[src/rtl/faux_sata_host_phy.sv]
// Host-side SATA PHY out-of-band and alignment sequencer for a simulated link.
// Runs COMRESET/COMWAKE, then dialtone/ALIGN bring-up, then periodic ALIGN insertion in READY.
module faux_sata_host_phy #(
  parameter int unsigned RESET_CYCLES   = 4,
  parameter int unsigned WAKE_CYCLES    = 4,
  parameter int unsigned INIT_TIMEOUT   = 1000,
  parameter int unsigned ALIGN_TIMEOUT  = 100,
  parameter int unsigned ALIGN_INTERVAL = 256
) (
  input  logic        clk,
  input  logic        rst,
  input  logic        comm_reset_req,
  input  logic [31:0] rx_din,
  input  logic [3:0]  rx_is_k,
  input  logic        rx_is_elec_idle,
  input  logic        comm_init_detect,
  input  logic        comm_wake_detect,
  output logic [31:0] tx_dout,
  output logic        tx_is_k,
  output logic        tx_set_elec_idle,
  output logic        tx_comm_reset,
  output logic        tx_comm_wake,
  output logic        rx_byte_is_aligned,
  output logic [3:0]  lax_state,
  output logic        phy_ready
);

  localparam logic [31:0] PRIM_ALIGN = 32'h7B4A4ABC;
  localparam logic [31:0] PRIM_SYNC  = 32'hB5B5957C;
  localparam logic [31:0] DIALTONE   = 32'h4A4A4A4A;

  localparam int unsigned TMR_MAX = (INIT_TIMEOUT > ALIGN_TIMEOUT) ? INIT_TIMEOUT : ALIGN_TIMEOUT;
  localparam int unsigned TMR_W   = $clog2(TMR_MAX + 1);
  localparam int unsigned OOB_MAX = (RESET_CYCLES > WAKE_CYCLES) ? RESET_CYCLES : WAKE_CYCLES;
  localparam int unsigned OOB_W   = (OOB_MAX < 2) ? 1 : $clog2(OOB_MAX + 1);
  localparam int unsigned ACNT_W  = 8;

  typedef enum logic [3:0] {
    IDLE                  = 4'd0,
    SEND_RESET            = 4'd1,
    WAIT_FOR_INIT         = 4'd2,
    WAIT_FOR_NO_INIT      = 4'd3,
    SEND_WAKE             = 4'd4,
    WAIT_FOR_WAKE         = 4'd5,
    WAIT_FOR_NO_WAKE      = 4'd6,
    SEND_DIALTONE         = 4'd7,
    SEND_ALIGN            = 4'd8,
    READY                 = 4'd9,
    SEND_FIRST_ALIGNMENT  = 4'd10,
    SEND_SECOND_ALIGNMENT = 4'd11
  } state_e;

  state_e              state_q, state_d;
  logic [TMR_W-1:0]    timer_q, timer_d;
  logic [OOB_W-1:0]    oob_cnt_q, oob_cnt_d;
  logic [ACNT_W-1:0]   align_cnt_q, align_cnt_d;
  logic [31:0]         tx_dout_q, tx_dout_d;
  logic                tx_is_k_q, tx_is_k_d;
  logic                tx_set_elec_idle_q, tx_set_elec_idle_d;
  logic                tx_comm_reset_q, tx_comm_reset_d;
  logic                tx_comm_wake_q, tx_comm_wake_d;
  logic                rx_byte_is_aligned_q, rx_byte_is_aligned_d;

  logic align_detected;
  logic non_align_k;
  logic link_active;
  logic unused_rx_elec_idle;

  assign unused_rx_elec_idle = rx_is_elec_idle;
  assign align_detected = (rx_is_k != 4'b0) && (rx_din == PRIM_ALIGN);
  assign non_align_k    = (rx_is_k != 4'b0) && (rx_din != PRIM_ALIGN);
  assign link_active    = (state_q >= SEND_DIALTONE) && (state_q <= SEND_SECOND_ALIGNMENT);

  // Next state and counters, then outputs derived from the state being entered
  always_comb begin
    state_d              = state_q;
    timer_d              = (timer_q != '0) ? timer_q - TMR_W'(1) : timer_q;
    oob_cnt_d            = oob_cnt_q;
    align_cnt_d          = align_cnt_q;
    tx_dout_d            = '0;
    tx_is_k_d            = 1'b0;
    tx_set_elec_idle_d   = 1'b1;
    tx_comm_reset_d      = 1'b0;
    tx_comm_wake_d       = 1'b0;
    rx_byte_is_aligned_d = 1'b0;

    case (state_q)
      IDLE: begin
        state_d     = SEND_RESET;
        timer_d     = '0;
        oob_cnt_d   = '0;
        align_cnt_d = '0;
      end
      SEND_RESET: begin
        if (oob_cnt_q == OOB_W'(RESET_CYCLES - 1)) begin
          state_d   = WAIT_FOR_INIT;
          timer_d   = TMR_W'(INIT_TIMEOUT);
          oob_cnt_d = '0;
        end else begin
          oob_cnt_d = oob_cnt_q + OOB_W'(1);
        end
      end
      WAIT_FOR_INIT: begin
        if (comm_init_detect) begin
          state_d = WAIT_FOR_NO_INIT;
        end else if (timer_q == '0) begin
          state_d   = SEND_RESET;
          oob_cnt_d = '0;
        end
      end
      WAIT_FOR_NO_INIT: begin
        if (!comm_init_detect) begin
          state_d   = SEND_WAKE;
          oob_cnt_d = '0;
        end
      end
      SEND_WAKE: begin
        if (oob_cnt_q == OOB_W'(WAKE_CYCLES - 1)) begin
          state_d   = WAIT_FOR_WAKE;
          timer_d   = TMR_W'(INIT_TIMEOUT);
          oob_cnt_d = '0;
        end else begin
          oob_cnt_d = oob_cnt_q + OOB_W'(1);
        end
      end
      WAIT_FOR_WAKE: begin
        if (comm_wake_detect) begin
          state_d = WAIT_FOR_NO_WAKE;
        end else if (timer_q == '0) begin
          state_d   = SEND_RESET;
          oob_cnt_d = '0;
        end
      end
      WAIT_FOR_NO_WAKE: begin
        if (!comm_wake_detect) begin
          state_d = SEND_DIALTONE;
          timer_d = TMR_W'(ALIGN_TIMEOUT);
        end
      end
      SEND_DIALTONE: begin
        if (align_detected) begin
          state_d = SEND_ALIGN;
          timer_d = TMR_W'(ALIGN_TIMEOUT);
        end else if (timer_q == '0) begin
          state_d   = SEND_RESET;
          oob_cnt_d = '0;
        end
      end
      SEND_ALIGN: begin
        if (non_align_k) begin
          state_d     = READY;
          align_cnt_d = '0;
        end else if (timer_q == '0) begin
          state_d   = SEND_RESET;
          oob_cnt_d = '0;
        end
      end
      READY: begin
        // The READY cycle that sends the first of three ALIGNs hands off to the alignment states
        if (align_cnt_q == ACNT_W'(ALIGN_INTERVAL - 3)) begin
          state_d = SEND_FIRST_ALIGNMENT;
        end
        align_cnt_d = align_cnt_q + ACNT_W'(1);
      end
      SEND_FIRST_ALIGNMENT: begin
        state_d     = SEND_SECOND_ALIGNMENT;
        align_cnt_d = align_cnt_q + ACNT_W'(1);
      end
      SEND_SECOND_ALIGNMENT: begin
        state_d     = READY;
        align_cnt_d = '0;
      end
      default: begin
        state_d = IDLE;
      end
    endcase

    if (link_active && comm_init_detect) begin
      state_d     = WAIT_FOR_NO_INIT;
      align_cnt_d = '0;
    end

    if (comm_reset_req && (state_q != IDLE) && (state_q != SEND_RESET)) begin
      state_d     = SEND_RESET;
      timer_d     = '0;
      oob_cnt_d   = '0;
      align_cnt_d = '0;
    end

    case (state_d)
      SEND_RESET: tx_comm_reset_d = 1'b1;
      SEND_WAKE:  tx_comm_wake_d  = 1'b1;
      SEND_DIALTONE: begin
        tx_set_elec_idle_d = 1'b0;
        tx_dout_d          = DIALTONE;
      end
      SEND_ALIGN, SEND_FIRST_ALIGNMENT, SEND_SECOND_ALIGNMENT: begin
        tx_set_elec_idle_d   = 1'b0;
        tx_dout_d            = PRIM_ALIGN;
        tx_is_k_d            = 1'b1;
        rx_byte_is_aligned_d = 1'b1;
      end
      READY: begin
        tx_set_elec_idle_d   = 1'b0;
        tx_dout_d            = (align_cnt_d == ACNT_W'(ALIGN_INTERVAL - 3)) ? PRIM_ALIGN : PRIM_SYNC;
        tx_is_k_d            = 1'b1;
        rx_byte_is_aligned_d = 1'b1;
      end
      default: ;
    endcase
  end

  always_ff @(posedge clk) begin
    if (rst) begin
      state_q              <= IDLE;
      timer_q              <= '0;
      oob_cnt_q            <= '0;
      align_cnt_q          <= '0;
      tx_dout_q            <= '0;
      tx_is_k_q            <= 1'b0;
      tx_set_elec_idle_q   <= 1'b1;
      tx_comm_reset_q      <= 1'b0;
      tx_comm_wake_q       <= 1'b0;
      rx_byte_is_aligned_q <= 1'b0;
    end else begin
      state_q              <= state_d;
      timer_q              <= timer_d;
      oob_cnt_q            <= oob_cnt_d;
      align_cnt_q          <= align_cnt_d;
      tx_dout_q            <= tx_dout_d;
      tx_is_k_q            <= tx_is_k_d;
      tx_set_elec_idle_q   <= tx_set_elec_idle_d;
      tx_comm_reset_q      <= tx_comm_reset_d;
      tx_comm_wake_q       <= tx_comm_wake_d;
      rx_byte_is_aligned_q <= rx_byte_is_aligned_d;
    end
  end

  assign tx_dout            = tx_dout_q;
  assign tx_is_k            = tx_is_k_q;
  assign tx_set_elec_idle   = tx_set_elec_idle_q;
  assign tx_comm_reset      = tx_comm_reset_q;
  assign tx_comm_wake       = tx_comm_wake_q;
  assign rx_byte_is_aligned = rx_byte_is_aligned_q;
  assign lax_state          = state_q;
  assign phy_ready          = (state_q == READY);

endmodule

[config.mk]
export PLATFORM = sky130hd
export DESIGN_NAME = faux_sata_host_phy
export DESIGN_NICKNAME = d
export VERILOG_FILES = /design/src/rtl/faux_sata_host_phy.sv
export SDC_FILE = /design/constraint.sdc
export NUM_CORES = 1
export LEC_CHECK = 0
export BUFFER_PORTS_ARGS = -buffer_cell sky130_fd_sc_hd__buf_2
export CORE_MARGIN = 2
export CORE_UTILIZATION = 40
export DETAILED_ROUTE_END_ITERATION = 10
export GPL_TIMING_DRIVEN = 0
export PLACE_DENSITY = 0.67
export SYNTH_ARGS = -nofsm -noshare
export SYNTH_HDL_FRONTEND = slang
export SYNTH_SLANG_ARGS = --single-unit
[constraint.sdc]
create_clock -name clk -period 3.4 [get_ports clk]
set_input_delay 0.34 -clock clk [delete_from_list [all_inputs] [get_ports clk]]
set_output_delay 0.34 -clock clk [all_outputs]
set_load 0.02 [all_outputs]
==> results of run 1 <==
## metal layers
| layer | global-route usage (%) | wire (µm) |
|---|---|---|
| met1 | 25.2 | 3000 |
| met2 | 32.1 | 3070 |
| met3 | 2.88 | 323 |
| met4 | 5.22 | 65 |
| met5 | 0 | 0 |
## power groups by stage
stage / Combinational (W) / Sequential (W) / Clock, W
finish: 0.000749 / 0.000518 / 0.000320
global route: 0.000860 / 0.000526 / 0.000344
CTS: 0.000742 / 0.000516 / 0.000328
detailed placement: 0.000739 / 0.000526 / 0
global placement: 0.000732 / 0.000524 / 0
floorplan: 0.000591 / 0.000518 / 0
## state kept, by name, summed over array words and instances, names as in the netlist
name / flops
lax_state: 4
align_cnt_q: 8
rx_byte_is_aligned: 1
tx_dout: 7
tx_set_elec_idle: 1
oob_cnt_q: 3
tx_comm_wake: 1
timer_q: 10
tx_comm_reset: 1
## Yosys cell counts (all sizes together) (3+ instances only)
cell / number / area share, %
dfxtp: 36 / 29
nor2: 30 / 4.5
buf: 28 / 8.2
nand2: 27 / 4.1
nor3: 20 / 4.2
o21ai: 16 / 3.2
and3: 15 / 3.8
a21oi: 14 / 2.8
clkbuf: 14 / 2.1
inv: 8 / 1.2
nand3: 7 / 1.4
nor4: 6 / 2.1
xnor2: 6 / 2.1
a21o: 5 / 1.5
nand2b: 5 / 1.3
nand4: 5 / 1.3
nor2b: 5 / 1.3
or2: 5 / 1.3
a22oi: 4 / 1.2
and4b: 4 / 1.6
ha: 4 / 2.0
or3: 4 / 1.2
xor2: 4 / 1.4
and2: 3 / 0.75
mux2i: 3 / 1.2
nor4bb: 3 / 1.2
o21a: 3 / 0.90
## how the worst min path moves through the flow
stage,slack (ps),depth (start not counted),endpoint,startpoint
2_1_floorplan,410,1,lax_state[0],rst
3_3_place_gp,480,1,oob_cnt_q[2],oob_cnt_q[2]
3_5_place_dp,490,1,oob_cnt_q[2],oob_cnt_q[2]
4_1_cts,330,2,lax_state[0],rst
5_1_grt,360,2,oob_cnt_q[0],rst
6_report,330,2,align_cnt_q[4],rst
## placed cells by master (no fill, tap or decap), drive strengths merged, types with 5 or more instances in the layout
cell,Yosys,final
nand3,7,7
nand2b,5,5
or2,5,5
nor2,30,30
nand4,5,5
nor4,6,6
dfxtp,36,36
nand2,27,27
inv,8,8
nor2b,5,5
a21oi,14,14
o21ai,16,16
buf,28,108
clkbuf,14,21
and3,15,15
a21o,5,5
nor3,20,20
xnor2,6,6
## through the flow
step / instance area (µm²) / hold slack (ps) / setup slack, ps
after floorplan: 2500 / 412 / 871
after global placement: 2990 / 480 / 515
after detailed placement: 2990 / 488 / 501
after CTS: 3090 / 331 / 487
after global routing: 3090 / 362 / 255
final: 3090 / 334 / 435
## cells by family after synthesis
kind of cell / after synthesis
xor+xnor: 10
flops: 36
other cells: 1
buf+inv: 50
compound gates: 68
fa+ha+maj: 4
mux: 4
simple gates: 149
## worst max-delay path, delay by kind of cell (launching register included)
family          cells  cell delay (ps)
simple gates        2              660
flops               1              310
buf+inv             2              400
compound gates      4             1480
## cell type report
type	count	share of cell area, %
clock inverter	1	0.243
multi-input combinational	237	48.3
sequential	36	23.4
timing repair buffer	80	13.0
buffer	42	8.31
tap	75	3.04
clock buffer	7	2.80
inverter	8	0.973
==> results.toml, run 1 <==
[timing]
fin_skew_ps = 9.43
finalMaxSlewViolations = 0
hold_viol_final = 0
setup_violations = 0
fin_crit_ps = 2970
finalSetupTns_ps = 0
post-route-period-util_pct = 87.2
max_slew_margin_pct = 36.4
rsz0062_at_grt = "false"
tightest_slew_ps = 945
fmaxAchievable_mhz = 337

[setup_path]
worst_path_largest_cell_delay_ps = 600
start_kind = "flip-flop"
cp-end-kind = "flip-flop"
cp_max_fo = 9
path_cells = "clkbuf_1, or2_1, clkbuf_1, or3_1, a22oi_1, a21oi_1, a311oi_2, o21ba_1"
crit_type = "flip-flop to flip-flop"
cp-startpoint = "lax_state[1]"
crit_top_cell = "clkbuf_1"
worstSetupEndpoint = "tx_dout[30]"
r2r_cells = 8
r2r_end = "tx_dout[30]"
cp_slowest_cell = "a22oi_1"
crit_arrival_ps = 3150
reg2reg_from = "lax_state[1]"
regToRegSetupSlack_ps = 430
cp.required_ps = 3580

[yosys]
synth_compound_area_share_pct = 19.0
ys_warn_count = 0
yosys.area_share.simple_pct = 33.3
ys_seq_elements = 36
yosysUniqueCellTypes = 65
muxShareOfSynthArea_pct = 1.66
async_reset_ff_share_pct = 0
syn_area_mm2 = 0.00249
synth-xor-area-share_pct = 3.51
synth_top_family_by_area = "simple AND/OR/NAND/NOR gates"
synth-edff-count = 0
synthAdderAreaFrac_pct = 2.01
seq_area_frac_synth_pct = 28.9
syn_avg_cell_area_um2 = 7.74
syn_inst = 322
yosys_most_used_dff = "dfxtp_1"

[global_routing]
grt_pass1_vias = 2332
grt_max_degree = 12
antenna_found_initial = 0
grt_pass1_wl_mm = 11.1
grt_usage_pct = 19.0
grt.overflow.total = 0

[route]
drc_errors = 0
drtIter0Drc = 120
wl_per_cell_um = 13.3
routed_via_density = 5.27
postRouteAntennaNets = 0
wl_mm = 6.46
vias = 2562
dr.pass1.iters = 4

[floorplan]
floorplan.initialDensity_pct = 41.9
io_pins = 84
die_y_um = 83.0
fp-row-count = 28
core_mm2 = 0.00596
die_x_um = 83.0
dieArea_mm2 = 0.00688

[power]
leakage_nw = 1.50
seqPwrFrac_pct = 32.6
swShare_pct = 38.8
pwr-share-clk_pct = 20.2
p_comb_share_pct = 47.2
finalPower_w = 0.00159
power-per-cell-area_mw_per_mm2 = 514
ir_drop_mv = 0.419
p_int_w = 0.000971
switching_power_w = 0.000615

[worst_hold_path]
min_path_type = "input port to flip-flop"

[finish]
nets = 456
layout-drive-gt1-share_pct = 30.2
final-seq-area_um2 = 721
num_antenna_cells = 0
utilization_pct = 51.8
multiInputGateArea_mm2 = 0.00149
instances_no_fill = 486
n_fill_cell = 604
area_growth_pct = 23.7

[cts]
root_buffer = "clkbuf_8"
clock_latency_ps = 290
cts_buffers = 5
cts_resized = 0
cts_sinks = 36
clock_path_buffers = 2
path_clk_slew_ps = 70
postCtsSetupBuffers = 0
cts_tree = "yes"
cts-htree-levels = 2
hold_buffers = 0

[run]
max_cap_violations = 0

[placement]
gp_congestion = 0.877
dp_hpwl_mm = 4.98
io_buffer_count = 80
dp.cells = 478

[outcome]
status = "finished clean"
Power figures use the tool's default switching activity.
==> inputs of run 2 (changes only) <==
--- a/config.mk
+++ b/config.mk
@@ -6,11 +6,14 @@
 export NUM_CORES = 1
 export LEC_CHECK = 0
 export BUFFER_PORTS_ARGS = -buffer_cell sky130_fd_sc_hd__buf_2
+export CELL_PAD_IN_SITES_DETAIL_PLACEMENT = 1
+export CELL_PAD_IN_SITES_GLOBAL_PLACEMENT = 2
 export CORE_MARGIN = 2
-export CORE_UTILIZATION = 40
+export CORE_UTILIZATION = 28
+export CTS_CLUSTER_DIAMETER = 80
 export DETAILED_ROUTE_END_ITERATION = 10
 export GPL_TIMING_DRIVEN = 0
-export PLACE_DENSITY = 0.67
+export PLACE_DENSITY = 0.81
 export SYNTH_ARGS = -nofsm -noshare
 export SYNTH_HDL_FRONTEND = slang
 export SYNTH_SLANG_ARGS = --single-unit
==> run 2 against run 1 <==
  * Clock skew rose by 3.2 ps
  * First-iteration DRC count fell by 31%
  * Global-route usage fell by 2.0 points
  * Sequential power barely moved
  * Register-to-register slack got worse by 40 ps
  * Sequential share of layout area fell by 0.26 points
  * Core utilization fell by 16 points
  * Wire length rose by 24%
  * Sequential cell count did not move
  * Largest cell class unchanged
  * Count of clock-buffer cells in the layout fell by 2
  * Critical path depth fell by 1
==> results.toml, run 2 (synthesis gave the netlist of run 1 again) <==
[timing]
max_slew_margin_pct = 39.1
hold_viol_final = 0
rsz0062_at_grt = "false"
finalSetupTns_ps = 0
tightest_slew_ps = 905
fin_crit_ps = 3000
fmaxAchievable_mhz = 333
setup_violations = 0
post-route-period-util_pct = 88.4
fin_skew_ps = 12.7
finalMaxSlewViolations = 0

[cts]
root_buffer = "clkbuf_8"
cts_buffers = 5
hold_buffers = 0
cts_tree = "yes"
clock_path_buffers = 2
postCtsSetupBuffers = 0
cts_sinks = 36
clock_latency_ps = 290
path_clk_slew_ps = 80
cts_resized = 0
cts-htree-levels = 2

[floorplan]
floorplan.initialDensity_pct = 28.7
fp-row-count = 34
dieArea_mm2 = 0.00968
die_y_um = 98.4
core_mm2 = 0.00868
io_pins = 84
die_x_um = 98.4

[route]
wl_mm = 8.01
drtIter0Drc = 83
dr.pass1.iters = 4
drc_errors = 0
vias = 2612
postRouteAntennaNets = 0
wl_per_cell_um = 15.4
routed_via_density = 5.03

[global_routing]
grt_pass1_vias = 2758
grt.overflow.total = 0
grt_max_degree = 13
antenna_found_initial = 0
grt_usage_pct = 17.0
grt_pass1_wl_mm = 13.6

[placement]
gp_congestion = 0.812
io_buffer_count = 80
dp_hpwl_mm = 6.42

[worst_hold_path]
min_from = "rst"
min_to = "align_cnt_q[4]"
min_path_type = "input port to flip-flop"
min_path_cells = 2

[power]
power-per-cell-area_mw_per_mm2 = 513
pwr-share-clk_pct = 19.2
swShare_pct = 40.6
p_int_w = 0.000950
leakage_nw = 1.50
switching_power_w = 0.000650
p_comb_share_pct = 48.5
seqPwrFrac_pct = 32.3
ir_drop_mv = 0.277

[finish]
nets = 456
layout-drive-gt1-share_pct = 30.4
largest_reg_flops = 10
area_growth_pct = 25.1
mostFrequentLayoutCells = "81 x buf_2, 36 x dfxtp_1, 30 x nor2_1"
largest_register = "timer_q"
layout_commonest_cell = "buf_2"
utilization_pct = 36.0
num_antenna_cells = 0

[setup_path]
regToRegSetupSlack_ps = 400
cp_max_fo = 9
cp-end-kind = "flip-flop"
cp.required_ps = 3600
reg2reg_from = "lax_state[3]"
r2r_cells = 7
crit_arrival_ps = 3200
crit_type = "flip-flop to flip-flop"
r2r_end = "tx_dout[30]"
start_kind = "flip-flop"

[run]
max_cap_violations = 0

[outcome]
status = "finished clean"
run 2: changes by cell type in the layout (fill, tap and decap cells not counted), sizes merged:
| cell | before | now |
|---|---|---|
| clkbuf | 21 | 19 |
| clkinv | 0 | 3 |
| clkinvlp | 1 | 0 |
run 2: how the worst max path moves through the flow:
stage | to | start
after floorplan | oob_cnt_q[0] | timer_q[0]
after global placement | oob_cnt_q[0] | timer_q[0]
after detailed placement | tx_dout[30] | lax_state[3]
after CTS | tx_dout[30] | lax_state[3]
after global routing | tx_dout[30] | lax_state[3]
final | tx_dout[30] | lax_state[3]
run 2: through the flow:
stage / setup slack, ps / cell area [µm²] / hold WS, ps / cells / power (W)
floorplan: 871 / 2500 / 412 / 323 / 0.00111
detailed placement: 373 / 3030 / 500 / 511 / 0.00130
global placement: 445 / 3030 / 482 / 511 / 0.00128
global route: 136 / 3120 / 316 / 519 / 0.00175
CTS: 366 / 3120 / 303 / 519 / 0.00162
finish: 396 / 3120 / 318 / 519 / 0.00160
run 2: cell type report:
cell class / instances / area (µm²)
timing repair buffer: 80 / 400
clock buffer: 5 / 68.8
multi-input combinational: 237 / 1490
fill: 1126 / 5560
tap: 108 / 135
clock inverter: 3 / 18.8
inverter: 8 / 30.0
buffer: 42 / 256
sequential: 36 / 721
run 2: critical path: stages, from the launching register on:
cell and delay (ps):
dfxtp_1 330, clkbuf_1 380, inv_1 260, or3_1 470, a22oi_1 620, a21oi_1 230, a311oi_2 430, o21ba_1 200
run 2: layer usage:
metal  vias to the layer above  GRT usage (%)  wire (µm)
li1                       1317              -          -
met3                        11           3.01        165
met4                         0           4.21        110
met2                        20           30.8       4180
met5                         -              0          0
met1                      1264           20.8       3550
run 2: power by group through the flow:
stage | clock [W] | combinational, W | sequential, W
after global routing | 0.000340 | 0.000879 | 0.000528
after CTS | 0.000320 | 0.000778 | 0.000517
after floorplan | 0 | 0.000591 | 0.000518
after global placement | 0 | 0.000756 | 0.000526
final | 0.000307 | 0.000776 | 0.000517
after detailed placement | 0 | 0.000772 | 0.000527
==> inputs of run 3 (changes only) <==
--- a/config.mk
+++ b/config.mk
@@ -13,7 +13,7 @@
 export CTS_CLUSTER_DIAMETER = 80
 export DETAILED_ROUTE_END_ITERATION = 10
 export GPL_TIMING_DRIVEN = 0
-export PLACE_DENSITY = 0.81
+export PLACE_DENSITY = 0.89
 export SYNTH_ARGS = -nofsm -noshare
 export SYNTH_HDL_FRONTEND = slang
 export SYNTH_SLANG_ARGS = --single-unit
==> constraint.sdc (replaced) <==
create_clock -name clk -period 3.4 [get_ports clk]
set_input_delay 0.34 -clock clk [delete_from_list [all_inputs] [get_ports clk]]
set_output_delay 0.34 -clock clk [all_outputs]
set_load 0.1 [all_outputs]
==> run 3 against run 2 <==
  * Hold slack improved by 4.2 ps
  * Final area rose by 0.32%
  * Cell count is 0.19% lower
  * Sequential cell count unchanged
  * Clock skew fell by 3.8 ps
  * Register-to-register slack improved by 20 ps
  * Wire length shrank 3.0%
  * Via count is 0.50% higher
  * Critical path type unchanged
  * Largest power group unchanged
==> results.toml, run 3 (synthesis gave the netlist of run 1 again) <==
[route]
dr.pass1.iters = 4
drtIter0Drc = 130
wl_per_cell_um = 15.0
drc_errors = 0
vias = 2625
postRouteAntennaNets = 0
routed_via_density = 5.07
wl_mm = 7.77

[run]
max_cap_violations = 0

[floorplan]
floorplan.initialDensity_pct = 28.7
core_mm2 = 0.00868
die_x_um = 98.4
dieArea_mm2 = 0.00968
die_y_um = 98.4
io_pins = 84
fp-row-count = 34

[cts]
cts_resized = 0
clock_latency_ps = 290
cts_buffers = 5
clock_path_buffers = 2
path_clk_slew_ps = 70
hold_buffers = 0
postCtsSetupBuffers = 0
cts_sinks = 36
root_buffer = "clkbuf_8"
cts-htree-levels = 2
cts_tree = "yes"

[finish]
n_fill_cell = 1124
largest_register = "timer_q"
largest_reg_flops = 10
instances_no_fill = 518
area_growth_pct = 25.5
mostFrequentLayoutCells = "81 x buf_2, 36 x dfxtp_1, 30 x nor2_1"
num_antenna_cells = 0
layout-drive-gt1-share_pct = 30.5
final-seq-area_um2 = 721
multiInputGateArea_mm2 = 0.00149
nets = 456
layout_commonest_cell = "buf_2"

[placement]
io_buffer_count = 80
dp.cells = 511
dp_hpwl_mm = 6.21
gp_congestion = 0.857

[global_routing]
antenna_found_initial = 0
grt_max_degree = 12
grt_pass1_wl_mm = 13.0
grt_pass1_vias = 2657
grt_usage_pct = 16.2
grt.overflow.total = 0

[setup_path]
cp-end-kind = "flip-flop"
crit_type = "flip-flop to flip-flop"
cp_max_fo = 7
cp.required_ps = 3560
start_kind = "flip-flop"
crit_arrival_ps = 3140

[timing]
finalSetupTns_ps = 0
tightest_slew_ps = 913
fin_crit_ps = 2980
fmaxAchievable_mhz = 335
finalMaxSlewViolations = 0
max_slew_margin_pct = 38.6
rsz0062_at_grt = "false"
post-route-period-util_pct = 87.7
fin_skew_ps = 8.90
hold_viol_final = 0
setup_violations = 0

[power]
finalPower_w = 0.00166
power-per-cell-area_mw_per_mm2 = 529
leakage_nw = 1.51
ir_drop_mv = 0.219

[outcome]
status = "finished clean"

[worst_hold_path]
min_path_type = "input port to flip-flop"
[run 3: path summary, 6_finish.rpt]
check                                   from             end  slack (ps)  depth (start not counted)
worst max-delay path              timer_q[0]    oob_cnt_q[0]         420                         10
worst min-delay path                     rst  align_cnt_q[4]         320                          2
worst max register to register    timer_q[0]    oob_cnt_q[0]         420                         10
worst min register to register  oob_cnt_q[2]    oob_cnt_q[2]         510                          1
[run 3: where the power goes]
group	leakage (nW)	internal [W]	switching, W
sequential	0.292	0.000468	0.0000511
clock	0.0503	0.000180	0.000151
combinational	1.16	0.000339	0.000468
[run 3: metal layers]
layer  part of all wire, %  vias to the layer above  track usage (%)  wire, µm
met4                  0.78                        0             2.95        61
met5                     0                        -                0         0
met3                   2.2                        8             2.65       172
li1                      -                     1315                -         -
met1                    45                     1272             21.1      3480
met2                    52                       30             28.5      4060
[run 3: critical path, stage by stage (launching register included)]
cell and delay, ps:
dfxtp_1 340, inv_1 60, ha_1 170, or4b_1 430
buf_2 190, nor3_2 430, nand2_1 150, a31o_1 240
a222oi_1 520, mux2_2 270, nor3_1 40
[run 3: layout make-up]
cell class                 count  share of cell area [%]
buffer                        42                    8.19
clock buffer                   7                    3.08
tap                          108                    4.32
multi-input combinational    237                    47.6
sequential                    36                    23.0
inverter                       8                   0.959
timing repair buffer          80                    12.8
[run 3: per-stage QoR]
stage / hold WS, ps / cell area, µm² / util [%] / worst slack [ps]
CTS: 306 / 3130 / 36.1 / 395
finish: 322 / 3130 / 36.1 / 418
global route: 336 / 3130 / 36.1 / 198
floorplan: 412 / 2500 / - / 167
global placement: 484 / 3030 / 35.0 / 440
detailed placement: 487 / 3030 / 35.0 / 424
